<file path="src/rtl/if_stage.sv">
// Instruction fetch stage: holds the PC, latches fetched instructions into
// the IF/ID register, stops fetching at HLT and freezes once HLT retires.
module if_stage #(
    parameter logic [15:0] RESET_PC    = 16'h0000,
    parameter logic [3:0]  HALT_OPCODE = 4'hF
) (
    input  logic        clk,
    input  logic        rst_n,
    input  logic        stall,
    input  logic        branch_taken,
    input  logic [15:0] branch_target,
    input  logic        halt_retired,
    input  logic [15:0] imem_data,
    output logic [15:0] pc,
    output logic [15:0] if_id_inst,
    output logic [15:0] if_id_pc2,
    output logic        if_id_valid,
    output logic        fetching,
    output logic [15:0] fetch_cnt,
    output logic [1:0]  state_dbg
);

    // Handshake: there is no valid/ready pair here; stall=1 holds every
    // register in place, branch_taken flushes IF/ID and redirects the PC, and
    // if_id_valid=1 marks a real instruction, valid on every cycle it is high.

    typedef enum logic [1:0] {
        RUN       = 2'd0,
        HALT_WAIT = 2'd1,
        HALTED    = 2'd2
    } state_e;

    state_e      st_q, st_d;
    logic [15:0] pc_q, pc_d;
    logic [15:0] inst_q, inst_d;
    logic [15:0] pc2_q, pc2_d;
    logic        valid_q, valid_d;
    logic [15:0] cnt_q, cnt_d;

    logic [15:0] pc_plus2;
    logic [15:0] target_aligned;
    logic        is_hlt;

    assign pc_plus2       = pc_q + 16'd2;
    assign target_aligned = branch_target & 16'hFFFE;
    assign is_hlt         = (imem_data[15:12] == HALT_OPCODE);

    // State register; reset returns to RUN.
    always_ff @(posedge clk) begin
        if (!rst_n) begin
            st_q <= RUN;
        end else begin
            st_q <= st_d;
        end
    end

    // Next state: retirement of HLT beats a branch; a branch beats a stall.
    always_comb begin
        st_d = st_q;
        if (halt_retired) begin
            st_d = HALTED;
        end else begin
            case (st_q)
                RUN: begin
                    if (!branch_taken && !stall && is_hlt) begin
                        st_d = HALT_WAIT;
                    end
                end
                HALT_WAIT: begin
                    if (branch_taken) begin
                        st_d = RUN;
                    end
                end
                HALTED:  st_d = HALTED;
                default: st_d = RUN;
            endcase
        end
    end

    // Datapath next values for PC, IF/ID and the fetch counter.
    always_comb begin
        pc_d    = pc_q;
        inst_d  = inst_q;
        pc2_d   = pc2_q;
        valid_d = valid_q;
        cnt_d   = cnt_q;
        if (halt_retired || st_q == HALTED) begin
            // Frozen: PC holds, IF/ID becomes and stays a bubble.
            inst_d  = 16'h0000;
            valid_d = 1'b0;
        end else if (branch_taken) begin
            pc_d    = target_aligned;
            inst_d  = 16'h0000;
            valid_d = 1'b0;
        end else if (!stall) begin
            case (st_q)
                RUN: begin
                    inst_d  = imem_data;
                    pc2_d   = pc_plus2;
                    valid_d = 1'b1;
                    cnt_d   = (cnt_q == 16'hFFFF) ? cnt_q : cnt_q + 16'd1;
                    // A fetched HLT parks the PC on itself.
                    pc_d    = is_hlt ? pc_q : pc_plus2;
                end
                HALT_WAIT: begin
                    // HLT has moved downstream; leave a bubble behind it.
                    inst_d  = 16'h0000;
                    valid_d = 1'b0;
                end
                default: ;
            endcase
        end
    end

    // Datapath registers with synchronous reset.
    always_ff @(posedge clk) begin
        if (!rst_n) begin
            pc_q    <= RESET_PC;
            inst_q  <= 16'h0000;
            pc2_q   <= 16'h0000;
            valid_q <= 1'b0;
            cnt_q   <= 16'h0000;
        end else begin
            pc_q    <= pc_d;
            inst_q  <= inst_d;
            pc2_q   <= pc2_d;
            valid_q <= valid_d;
            cnt_q   <= cnt_d;
        end
    end

    assign pc          = pc_q;
    assign if_id_inst  = inst_q;
    assign if_id_pc2   = pc2_q;
    assign if_id_valid = valid_q;
    assign fetching    = (st_q == RUN);
    assign fetch_cnt   = cnt_q;
    assign state_dbg   = st_q;

endmodule

</file>
<file path="config.mk">
export PLATFORM = sky130hd
export DESIGN_NAME = if_stage
export DESIGN_NICKNAME = d
export VERILOG_FILES = /design/src/rtl/if_stage.sv
export SDC_FILE = /design/constraint.sdc
export NUM_CORES = 1
export LEC_CHECK = 0
export CORE_ASPECT_RATIO = 0.5
export CORE_MARGIN = 4
export CORE_UTILIZATION = 46
export CTS_BUF_LIST = sky130_fd_sc_hd__clkbuf_16
export CTS_CLUSTER_SIZE = 30
export DETAILED_ROUTE_END_ITERATION = 8
export PLACE_DENSITY_LB_ADDON = 0.1
export SYNTH_ARGS = -nofsm -noshare
export SYNTH_HDL_FRONTEND = slang
export SYNTH_SLANG_ARGS = --single-unit
</file>
<file path="constraint.sdc">
create_clock -name clk -period 2.5 [get_ports clk]
set_clock_uncertainty 0.1 [all_clocks]
set_input_delay 0.625 -clock clk [delete_from_list [all_inputs] [get_ports clk]]
set_output_delay 0.625 -clock clk [all_outputs]
set_load 0.005 [all_outputs]
</file>
Word level (Yosys, flattened, before mapping). Index checks and enable logic that the tools add are counted. Widths: inputs -> output; s select.

Register bits: 67. Word-level logic and storage cells: 50. Output and inout bits: 68. Input bits: 37.

Reductions and logical operators: 16. Bitwise gates (word level): 5. Eq/ne operators: 10. Multiplexer cells: 10. Add/sub/neg operators: 2.

Operator list (number): $mux 16 (4); $pmux 16 s2 (1); $add 16x1->16 const B (1); $add 16x2->16 const B (1); $eq 16x16->1 const B (1); $reduce_and 4->1 (2); $mux 2 (3); $pmux 2 s3 (1); $reduce_and 2->1 (3); $not 1->1 (5); $reduce_and 5->1 (1); $eq 4x4->1 const B (1); $ne 2x1->1 const B (2); $ne 2x2->1 const B (2); $reduce_bool 2->1 (2); $ne 3x2->1 const B (1); $ne 3x3->1 const B (1); $reduce_or 3->1 (1); $eq 2x1->1 const B (1); $eq 2x2->1 const B (1); $logic_and 1x1->1 (2); $logic_not 1->1 (2); $logic_not 2->1 (1); $pmux 1 s2 (1); other kinds (2) (2).

Logic depth before layout (Yosys ltp).
Word-level depth: 6. Depth in mapped cells: 7. Depth with buffers taken out: 5.

Least setup slack after synthesis. Ideal clock, no wire load.

Path kind: input-to-reg. Start: input branch_taken. End: register cnt_q[10] (netlist: fetch_cnt[10]). Data arrival time: 1881 ps. Data required time: 2330 ps. Buffers on the path: 2. Path slack: 449 ps. Cell stages on the path: 6. Library setup time: 70 ps. Path through: clkbuf_2 > nor3_4 > nand2_1 > buf_2 > or4_1 > a21oi_1.

Longest elaborated chain between the ends: 2.

Ends and longest elaborated chain: start: declaration (line 10) `input logic branch_taken,`; $not 1->1 (no source line); $reduce_and 5->1 (no source line); end signal: assignment (line 128) `cnt_q <= cnt_d;`; end: declaration (line 38) `logic [15:0] cnt_q, cnt_d;`.

No other way between the ends. A chain may end at the register's enable or synchronous reset.

Worst setup path in the final report.
Start: register pc_q[1] (netlist: pc[1]). End: output pc[1].

RTL lines: start: declaration (line 34) `logic [15:0] pc_q, pc_d;`; start signal: assignment (line 124) `pc_q <= pc_d;`; end: declaration (line 14) `output logic [15:0] pc,`.

No word-level cell between the ends.

==> key figures <==
Global route
  – Global-route wire length before repair: 15.24 mm
  – Total grt overflow: 0
  – Global Route Usage Sum: 0.2285
  – Antenna violations before repair: 0
  – Vias in the first global route: 3157
  – Largest net degree at the start of global routing: 30

Detailed routing
  – Via count: 3368
  – DRC Markers: 0
  – Avg WL per Cell: 15.83 um
  – Drt via density: 5.757
  – WL final: 9.259 mm
  – DRT Pass-1 Iters: 6
  – Iter 0 DRT Violations: 348
  – Routed Antenna Nets: 0

Setup path
  – CP startpoint kind: flip-flop
  – Reg2Reg Launch Point: fetch_cnt[0]
  – Crit path max-delay family: buffers and inverters
  – Critical path buffers and inverters: 1
  – Worst r2r path cells: 6
  – CP Max Fanout: 9
  – Worst path arrival time: 1410 ps
  – Crit Reg-Reg Endpoint: fetch_cnt[4]
  – WS Path Type: reg -> out
  – Slowest CP cell: clkdlybuf4s50_1
  – CP cell instances: clkdlybuf4s50_1
  – Flop2flop setup slack: 400 ps
  – Critical Path Start: pc[1]
  – CP Capture Point: pc[1]
  – WP data required: 1770 ps
  – Stages on worst setup path: 1
  – Worst Setup End Kind: primary output
  – Crit-path max cell delay: 570 ps

Timing
  – Setup Viol. Count Final: 0
  – Slew HR: 0.6222
  – RSZ-0062 raised after global routing: false
  – Slew @ Worst Pin: 562.3 ps
  – Max-slew violation count: 0
  – Minimum clock period: 2133 ps
  – Period utilization: 0.8533
  – TNS Setup: 0 ps
  – Final Hold Vio Count: 0
  – Maximum clock frequency: 0.4688 GHz

Final layout
  – Layout area overhead: 44.89%
  – Final #Nets: 527
  – Filler cells: 528
  – Layout cell share with drive strength beyond 1: 0.07911
  – Antenna diodes: 0

Clock tree
  – Num CTS Buffers: 9
  – Num Clock Sinks: 65
  – Clock buffer depth: 2
  – Worst skew pair latency: 340 ps
  – CTS H-Tree Depth: 3
  – Clock-pin slew on the worst setup and hold paths: 50 ps
  – Hold buffers post-CTS: 0
  – TritonCTS clock tree: done
  – Root cell of the clock tree: clkbuf_16
  – PostCTS Resize Cnt: 0
  – Setup bufs post-CTS: 0

Place
  – Detailed placer's ending HPWL: 6.449 mm
  – PortBufs: 101
  – Gpl congestion: 0.7963

Min path
  – Hold Path Depth: 2
  – HP Class: reg -> reg

Logic synthesis
  – Post-Synthesis Cell Area: 3186 um2
  – Cell taking the most area after synthesis: dfxtp_1
  – Asr flop ratio synth: 0
  – Top-count cell post-synth: dfxtp_1
  – Cells after synthesis: 389
  – Largest cells by area after synthesis: dfxtp_1 41%, a21oi_1 6.8%, nand3_1 5.0%
  – Top cells by count, synth: 65 x dfxtp_1, 43 x a21oi_1, 42 x nand2_1
  – Syn Area/Cell: 8.189 um2
  – Post-synth EDFFs: 0
  – Post-synth top area share: 0.4085
  – Synth Flop Type: dfxtp_1
  – Post-synthesis sequential area ratio: 0.4085
  – Ys Warns: 0
  – Netlist cell types: 53
  – Register bit total from synthesis: 65

Power and ir drop
  – Final Power: 2585 uW
  – Clock share of power: 0.463
  – Psw: 610.4 uW
  – Cell leakage power: 0.001537 uW
  – Combinational power share: 0.113
  – Pwr dens: 560.0 nW/um2
  – Switching portion of total power: 0.2362
  – Internal power: 1974 uW
  – Worst vdd ir: 0.3643 mV
  – Seq pwr share: 0.424

Status
  – Status: finished clean

Job
  – MaxCap Viol Count: 0

Die
  – Die area: 8401 um2
  – Area of the core: 6700 um2
  – Row cnt: 21
  – Number of top-level pins: 105
  – Die Width: 125.7 um
  – Initial Util: 0.4754
  – Die Ht: 66.85 um
==> metal layers <==
metal | up-vias | track usage | share of wire
met5 | - | 0 | 0
met4 | 0 | 0.07568 | 0.012
met2 | 131 | 0.3730 | 0.46
li1 | 1648 | - | -
met3 | 9 | 0.07766 | 0.067
met1 | 1580 | 0.2864 | 0.46
==> registers in the layout, indices dropped and copies added (netlist names) <==
signal	count
state_dbg	2
if_id_valid	1
if_id_inst	16
pc	15
fetch_cnt	16
if_id_pc2	15
==> worst reg2reg max path, cell delays in order, from the launching register on <==
cell     delay, ps
dfxtp_1        430
ha_1           290
nand4_1        240
nor4b_2        480
buf_4          250
or4_1          130
a21oi_1         60
==> worst min-delay path by stage <==
stage | startpoint | end | slack [ps]
3_5_place_dp | if_id_inst[2] | if_id_inst[2] | 340
2_1_floorplan | if_id_inst[0] | if_id_inst[0] | 350
5_1_grt | if_id_inst[2] | if_id_inst[2] | 380
6_report | if_id_inst[2] | if_id_inst[2] | 350
4_1_cts | if_id_inst[2] | if_id_inst[2] | 350
3_3_place_gp | if_id_inst[2] | if_id_inst[2] | 340
==> cell type report <==
type | instances | area (um2) | share of cell area
Clock buffer | 9 | 225.2 | 0.04879
Timing Repair Buffer | 121 | 1186 | 0.2570
Clock inverter | 7 | 55.05 | 0.01193
Multi-Input combinational cell | 285 | 1710 | 0.3706
Tap cell | 92 | 115.1 | 0.02494
Inverter | 6 | 22.52 | 0.004879
Sequential cell | 65 | 1301 | 0.2819
==> power by group through the flow <==
stage / clock (uW) / combinational (uW) / sequential (uW)
6_report: 1200 / 291 / 1100
5_1_grt: 1260 / 319 / 1100
4_1_cts: 1220 / 291 / 1090
3_5_place_dp: 0 / 289 / 1120
3_3_place_gp: 0 / 284 / 1110
2_1_floorplan: 0 / 131 / 1110
==> cells by family after synthesis <==
logic type / count (synthesis) / share of synthesized area
AND/OR/NAND/NOR: 149 / 0.2494
AO/OA/AOI/OAI: 118 / 0.2372
flip-flops: 65 / 0.4085
buffers and inverters: 40 / 0.05577
XOR/XNOR: 10 / 0.02749
multiplexers: 4 / 0.01257
adder cells (fa/ha/maj): 2 / 0.007854
other: 1 / 0.001177
==> placed cells by master, fill, tap and decap left out, types with 3 or more instances in the layout <==
cell type,n
clkdlybuf4s50_1,101
dfxtp_1,65
a21oi_1,43
nand2_1,42
nand3_1,32
nor2_1,20
buf_4,18
o31ai_1,16
o21ai_0,15
nand4_1,10
or4_1,10
clkbuf_16,9
inv_1,8
a211oi_1,8
a31oi_1,6
nor3_1,6
xnor2_1,5
xor2_1,5
nand2b_1,5
and4_1,4
a311oi_1,4
mux2i_1,4
and2_1,3
a22oi_1,3
o211ai_1,3
o311ai_0,3
and3_1,3
or3_1,3
==> metrics by stage <==
stage	instances	setup slack, ps	util	cell area (um2)	hold slack [ps]
floorplan	390	448.5	-	3189	348.3
global placement	569	102.6	0.6471	4335	340.0
detailed placement	569	69.38	0.6471	4335	344.5
CTS	585	351.1	0.6889	4616	351.4
global route	585	181.9	0.6889	4616	376.9
finish	585	366.7	0.6889	4616	348.8
Power figures use the tool's default switching activity.
